<file path="src/rtl/carus_clk_gate_ctrl.sv">
// Multi-channel auto-idling clock-gate controller.
// Each channel watches its own activity, gates its clock after a
// programmable number of idle cycles, and runs a fixed-length wake
// sequence before reporting ready again. One latch-based ICG per channel.
module carus_clk_gate_ctrl #(
  parameter int NUM_CH      = 4,
  parameter int IDLE_CNT_W  = 8,
  parameter int WAKE_CYCLES = 2
) (
  input  logic                  clk_i,
  input  logic                  rst_i,
  input  logic                  scan_cg_en_i,
  input  logic [NUM_CH-1:0]     auto_en_i,
  input  logic [NUM_CH-1:0]     busy_i,
  input  logic [NUM_CH-1:0]     wake_req_i,
  input  logic [IDLE_CNT_W-1:0] idle_thr_i,
  output logic [NUM_CH-1:0]     clk_o,
  output logic [NUM_CH-1:0]     cg_en_o,
  output logic [NUM_CH-1:0]     ready_o,
  output logic [NUM_CH-1:0]     gated_o
);

  localparam int WCW = $clog2(WAKE_CYCLES + 1);
  localparam logic [WCW-1:0] WAKE_ONE  = WCW'(1);
  localparam logic [WCW-1:0] WAKE_LAST = WCW'(WAKE_CYCLES);

  typedef enum logic [1:0] {
    ST_RUN,
    ST_COUNT,
    ST_GATED,
    ST_WAKE
  } state_e;

  state_e                               state_q [NUM_CH];
  state_e                               state_d [NUM_CH];
  logic   [NUM_CH-1:0][IDLE_CNT_W-1:0]  cnt_q, cnt_d;
  logic   [NUM_CH-1:0][WCW-1:0]         wcnt_q, wcnt_d;
  logic   [NUM_CH-1:0]                  act;

  // A channel counts as active if it is busy, being woken, or not allowed to gate.
  assign act = busy_i | wake_req_i | ~auto_en_i;

  // State and counter registers, synchronous reset to RUN with counters cleared.
  // NOTE: sequential state uses non-blocking (<=) so every flop samples pre-edge values;
  // combinational blocks use blocking (=).
  always_ff @(posedge clk_i) begin
    for (int i = 0; i < NUM_CH; i++) begin
      if (rst_i) begin
        state_q[i] <= ST_RUN;
        cnt_q[i]   <= '0;
        wcnt_q[i]  <= '0;
      end else begin
        state_q[i] <= state_d[i];
        cnt_q[i]   <= cnt_d[i];
        wcnt_q[i]  <= wcnt_d[i];
      end
    end
  end

  // Per-channel next-state and counter update.
  // NOTE: every signal gets a default at the top so no path leaves it unassigned (no latch).
  always_comb begin
    for (int i = 0; i < NUM_CH; i++) begin
      state_d[i] = state_q[i];
      cnt_d[i]   = cnt_q[i];
      wcnt_d[i]  = wcnt_q[i];
      unique case (state_q[i])
        ST_RUN: begin
          if (!act[i]) begin
            state_d[i] = ST_COUNT;
            cnt_d[i]   = '0;
          end
        end
        ST_COUNT: begin
          if (act[i]) begin
            state_d[i] = ST_RUN;
            cnt_d[i]   = '0;
          end else if (cnt_q[i] >= idle_thr_i) begin
            // The >= compare also stops the counter when the threshold drops mid-count.
            state_d[i] = ST_GATED;
          end else begin
            cnt_d[i] = cnt_q[i] + 1'b1;
          end
        end
        ST_GATED: begin
          if (act[i]) begin
            state_d[i] = ST_WAKE;
            wcnt_d[i]  = WAKE_ONE;
          end
        end
        ST_WAKE: begin
          // Activity is ignored here; the channel always completes the wake sequence.
          if (wcnt_q[i] == WAKE_LAST) begin
            state_d[i] = ST_RUN;
          end else begin
            wcnt_d[i] = wcnt_q[i] + 1'b1;
          end
        end
        default: state_d[i] = ST_RUN;
      endcase
    end
  end

  // Outputs decoded purely from registered state.
  always_comb begin
    cg_en_o = '1;
    ready_o = '1;
    gated_o = '0;
    for (int i = 0; i < NUM_CH; i++) begin
      cg_en_o[i] = (state_q[i] != ST_GATED);
      ready_o[i] = (state_q[i] == ST_RUN) || (state_q[i] == ST_COUNT);
      gated_o[i] = (state_q[i] == ST_GATED);
    end
  end

  // Behavioural ICG per channel: enable captured while the clock is low, ANDed with it.
  for (genvar g = 0; g < NUM_CH; g++) begin : g_icg
    logic en_lat;

    // Transparent-low latch keeps the gated clock glitch-free.
    // NOTE: this latch is intentional; it is written as always_latch so it is explicit.
    always_latch begin
      if (!clk_i) en_lat <= cg_en_o[g] | scan_cg_en_i;
    end

    assign clk_o[g] = clk_i & en_lat;
  end

endmodule

</file>
<file path="config.mk">
export PLATFORM = sky130hd
export DESIGN_NAME = carus_clk_gate_ctrl
export DESIGN_NICKNAME = d
export VERILOG_FILES = /design/src/rtl/carus_clk_gate_ctrl.sv
export SDC_FILE = /design/constraint.sdc
export NUM_CORES = 1
export LEC_CHECK = 0
export ABC_AREA = 0
export BUFFER_PORTS_ARGS = -buffer_cell sky130_fd_sc_hd__buf_2
export CAP_MARGIN = 10
export CELL_PAD_IN_SITES_DETAIL_PLACEMENT = 1
export CELL_PAD_IN_SITES_GLOBAL_PLACEMENT = 1
export CORE_MARGIN = 2
export CORE_UTILIZATION = 35
export DETAILED_ROUTE_END_ITERATION = 6
export PLACE_DENSITY_LB_ADDON = 0.1
export SLEW_MARGIN = 20
export SYNTH_ARGS = -nofsm -noshare
export SYNTH_HDL_FRONTEND = slang
export SYNTH_SLANG_ARGS = --single-unit
</file>
<file path="constraint.sdc">
create_clock -name clk_i -period 4.9 [get_ports clk_i]
set_input_delay 0.98 -clock clk_i [delete_from_list [all_inputs] [get_ports clk_i]]
set_output_delay 0.98 -clock clk_i [all_outputs]
set_load 0.05 [all_outputs]
</file>
==> impl_results.md <==
* Clock Power Share at 0.530
* Netlist cell types at 54
* Post-Syn Area at 3510 sq um
* Drt pass-1 iters at 4
* Synthesis-stage register bit count at 52
* MaxCap Viol Count at 0
* Int Pwr at 671 uW
* Synth Warn # at 0
* Register area at 1020 sq um
* Synth Area per Inst at 8.42 sq um
* Multi-input combinational cell area at 2310 sq um
* Die width at 104 microns
* Num ports at 39
* Overall Power at 1.05 mW
* Syn_nets at 480
* Total Wirelength at 8700 microns
* Clock latency on the worst-skew pair at 0.41 ns
* Fill cells at 1208
* Leakage at 1.62 nW
* Drc violations at 0
* Slew @ Worst Pin at 0.716 ns
* Pin count of the biggest net entering global routing at 37
* Setup TNS at 0 ns
* Share of layout cells above drive strength 1 at 0.163
* DIE AREA at 10900 sq um
* Max transition margin at 0.522
* Total GRT Usage at 0.169
* Number of failing hold endpoints at the final stage at 0
* Status: finished, final reports clean
* WP data arrival at 3.66 ns
* R2r setup slk at 1.38 ns
* Largest family of logic cells by synthesized area: compound AO/OA/AOI/OAI gates
* # rows at 36
* Synth Flop Type: dfxtp_1
* Hold EP: wcnt_q[4]
* # hold bufs at CTS at 0
* Iteration-0 DRC Markers at 66
* Synth Area in Compound Gates at 0.235
* CTS tree: yes
* Setup violations, final at 0
* Mux contribution to synthesized area at 0.0217
* FF-to-FF path depth at 2
* Clk slew on worst S/H paths at 0.10 ns
* Initial Util at 0.359
* Comb power frac at 0.073
* Post-synthesis adder-cell area fraction at 0.143
* IO buf count at 38
* Largest fanout on the critical path at 1
* Critical Path End Type: primary output
* Final GP Congestion at 0.758
* Simple-Gate Fraction of Synth Area at 0.233
* Total grt overflow at 0
* Global-route wire length before repair at 15100 microns
* Final ANT Viol Nets at 0
* DP HPWL at 6600 microns
* Vias per cell at 5.28
* Synth Instances at 417
* # resized after CTS at 0
* Final hold slack at 0.527 ns
* Critical Path Start Type: latch
* RSZ-0062 raised after global routing: no
* Core area at 9770 sq um
* HP Start: wcnt_q[4]
* Drt wl/cell at 14.7 microns
* Hold Crit Class: flip-flop to flip-flop
* Sw Ratio at 0.358
* Critical Path RT at 3.92 ns
* # diodes at 0
* Layout area overhead at 13.6%
* Fin nets at 520
* Vias in the first global route at 3240
* Setup CP Type: latch to primary output
* FFs w/ async S/R, synth at 0
* PD cells at 262 nW/um^2
* Via count at 3128
* Worst Skew at 0.00712 ns
* Antenna violations before repair at 0
* Sequential cell fraction of total power at 0.398
* Postcts setup bufs at 0
* XOR/XNOR Fraction of Synth Area at 0.0249
* Worst hold stages at 2
* Max Slew Vio Count at 0
* Worst vdd ir at 0.000220 V
* EDFF count, synth at 0
* Crit Reg-Reg Endpoint: g_icg[2].en_lat
* Die height at 104 microns
* Sw power at 374 uW
## power groups by stage
| stage | clock network (mW) | logic (mW) | registers, mW |
|---|---|---|---|
| 3_5_place_dp | 0.176 | 0.0774 | 0.426 |
| 4_1_cts | 0.581 | 0.0779 | 0.416 |
| 3_3_place_gp | 0.176 | 0.0751 | 0.426 |
| 2_1_floorplan | 0.149 | 0.0539 | 0.424 |
| 6_report | 0.554 | 0.0761 | 0.416 |
| 5_1_grt | 0.602 | 0.0860 | 0.416 |
## sequential cells by signal, indices dropped and copies added, names as in the netlist, named ones only
signal and cells:
g_icg.en_lat 4, wcnt_q 8, cnt_q 32, state_q 4
## cell families (layout without fill, tap and decap cells)
kind of cell,count (synthesis),in the layout
AO/OA/AOI/OAI,106,106
multiplexers,7,7
buffers and inverters,49,91
flip-flops,48,48
latches,4,4
adder cells (fa/ha/maj),40,40
XOR/XNOR,10,10
AND/OR/NAND/NOR,153,153
## worst max-delay path by stage
stage / cells past startpoint / endpoint / from
final: 2 / clk_o[1] / g_icg[1].en_lat
after global routing: 2 / clk_o[1] / g_icg[1].en_lat
after CTS: 2 / clk_o[1] / g_icg[1].en_lat
after detailed placement: 2 / clk_o[1] / g_icg[1].en_lat
after global placement: 2 / clk_o[3] / g_icg[3].en_lat
after floorplan: 1 / clk_o[1] / g_icg[1].en_lat
## cell usage in the layout (no fill, tap or decap), drive strengths merged, types with 3 or more instances in the layout
cell | netlist | routed
dfxtp | 48 | 48
nor2 | 42 | 42
inv | 40 | 40
ha | 40 | 40
buf | 2 | 38
nand2 | 33 | 33
a21oi | 25 | 25
o21ai | 19 | 19
nand3 | 14 | 14
nand2b | 13 | 13
nor3 | 12 | 12
clkbuf | 7 | 11
nand4 | 9 | 9
o21a | 8 | 8
and3 | 8 | 8
xnor2 | 8 | 8
a21o | 7 | 7
a211oi | 7 | 7
or3 | 6 | 6
and2 | 6 | 6
a211o | 6 | 6
a221oi | 5 | 5
mux2 | 5 | 5
o31ai | 5 | 5
a311oi | 4 | 4
a22oi | 4 | 4
dlxtn | 4 | 4
a2111oi | 4 | 4
o211ai | 3 | 3
a31o | 3 | 3
nor3b | 3 | 3
a31oi | 3 | 3
## critical path, cell delays in order (launching register included)
cell and delay [ns]:
dlxtn_1 0.39, and2_1 0.13, buf_2 0.26
## Yosys cell counts (2+ instances only)
library cell  instances  share of area
a2111oi_4             3          0.024
a211o_1               6          0.015
a211oi_1              6          0.013
a21o_1                7          0.015
a21oi_1              25          0.036
a221oi_1              4          0.010
a22oi_1               4         0.0086
a311oi_1              4          0.010
a31o_2                3         0.0075
a31oi_4               2          0.012
and2_1                6          0.011
and3_1                8          0.014
buf_1                 2         0.0021
clkbuf_1              7         0.0075
dfxtp_1              48           0.27
dlxtn_1               4          0.017
ha_1                 40           0.14
inv_1                40          0.043
mux2_1                4          0.013
mux2i_1               2         0.0057
nand2_1              33          0.035
nand2b_1             10          0.018
nand2b_4              3          0.012
nand3_1              14          0.020
nand4_1               9          0.016
nor2_1               41          0.044
nor3_1               11          0.016
nor3b_4               2          0.011
o211ai_1              3         0.0064
o21a_1                8          0.017
o21ai_0              18          0.026
o22ai_1               2         0.0036
o31ai_1               3         0.0064
o31ai_2               2         0.0071
or3_1                 6          0.011
xnor2_1               8          0.020
xor2_1                2         0.0050
## per-stage QoR
stage / utilization / setup WS (ns) / cells / cell area, sq um
finish: 0.408 / 0.261 / 592 / 3990
global route: 0.408 / 0.212 / 592 / 3990
CTS: 0.408 / 0.229 / 592 / 3990
detailed placement: 0.392 / 0.748 / 579 / 3830
global placement: 0.392 / 0.753 / 579 / 3830
floorplan: - / 0.686 / 417 / 3510
## area by class of cell
class	count	area share
inverters	40	0.0376
clock inverters	2	0.00376
well taps	133	0.0417
flip-flops and latches	52	0.256
clock buffers	15	0.0404
repair buffers	34	0.0426
multi-input cells	316	0.578
## metal layers
metal / part of all wire / vias to the layer above / GRT usage
li1: - / 1579 / -
met1: 0.49 / 1488 / 0.213
met2: 0.45 / 51 / 0.277
met3: 0.043 / 10 / 0.0457
met4: 0.012 / 0 / 0.0598
met5: 0 / - / 0
Note: power is estimated with default switching activity, not from simulation.
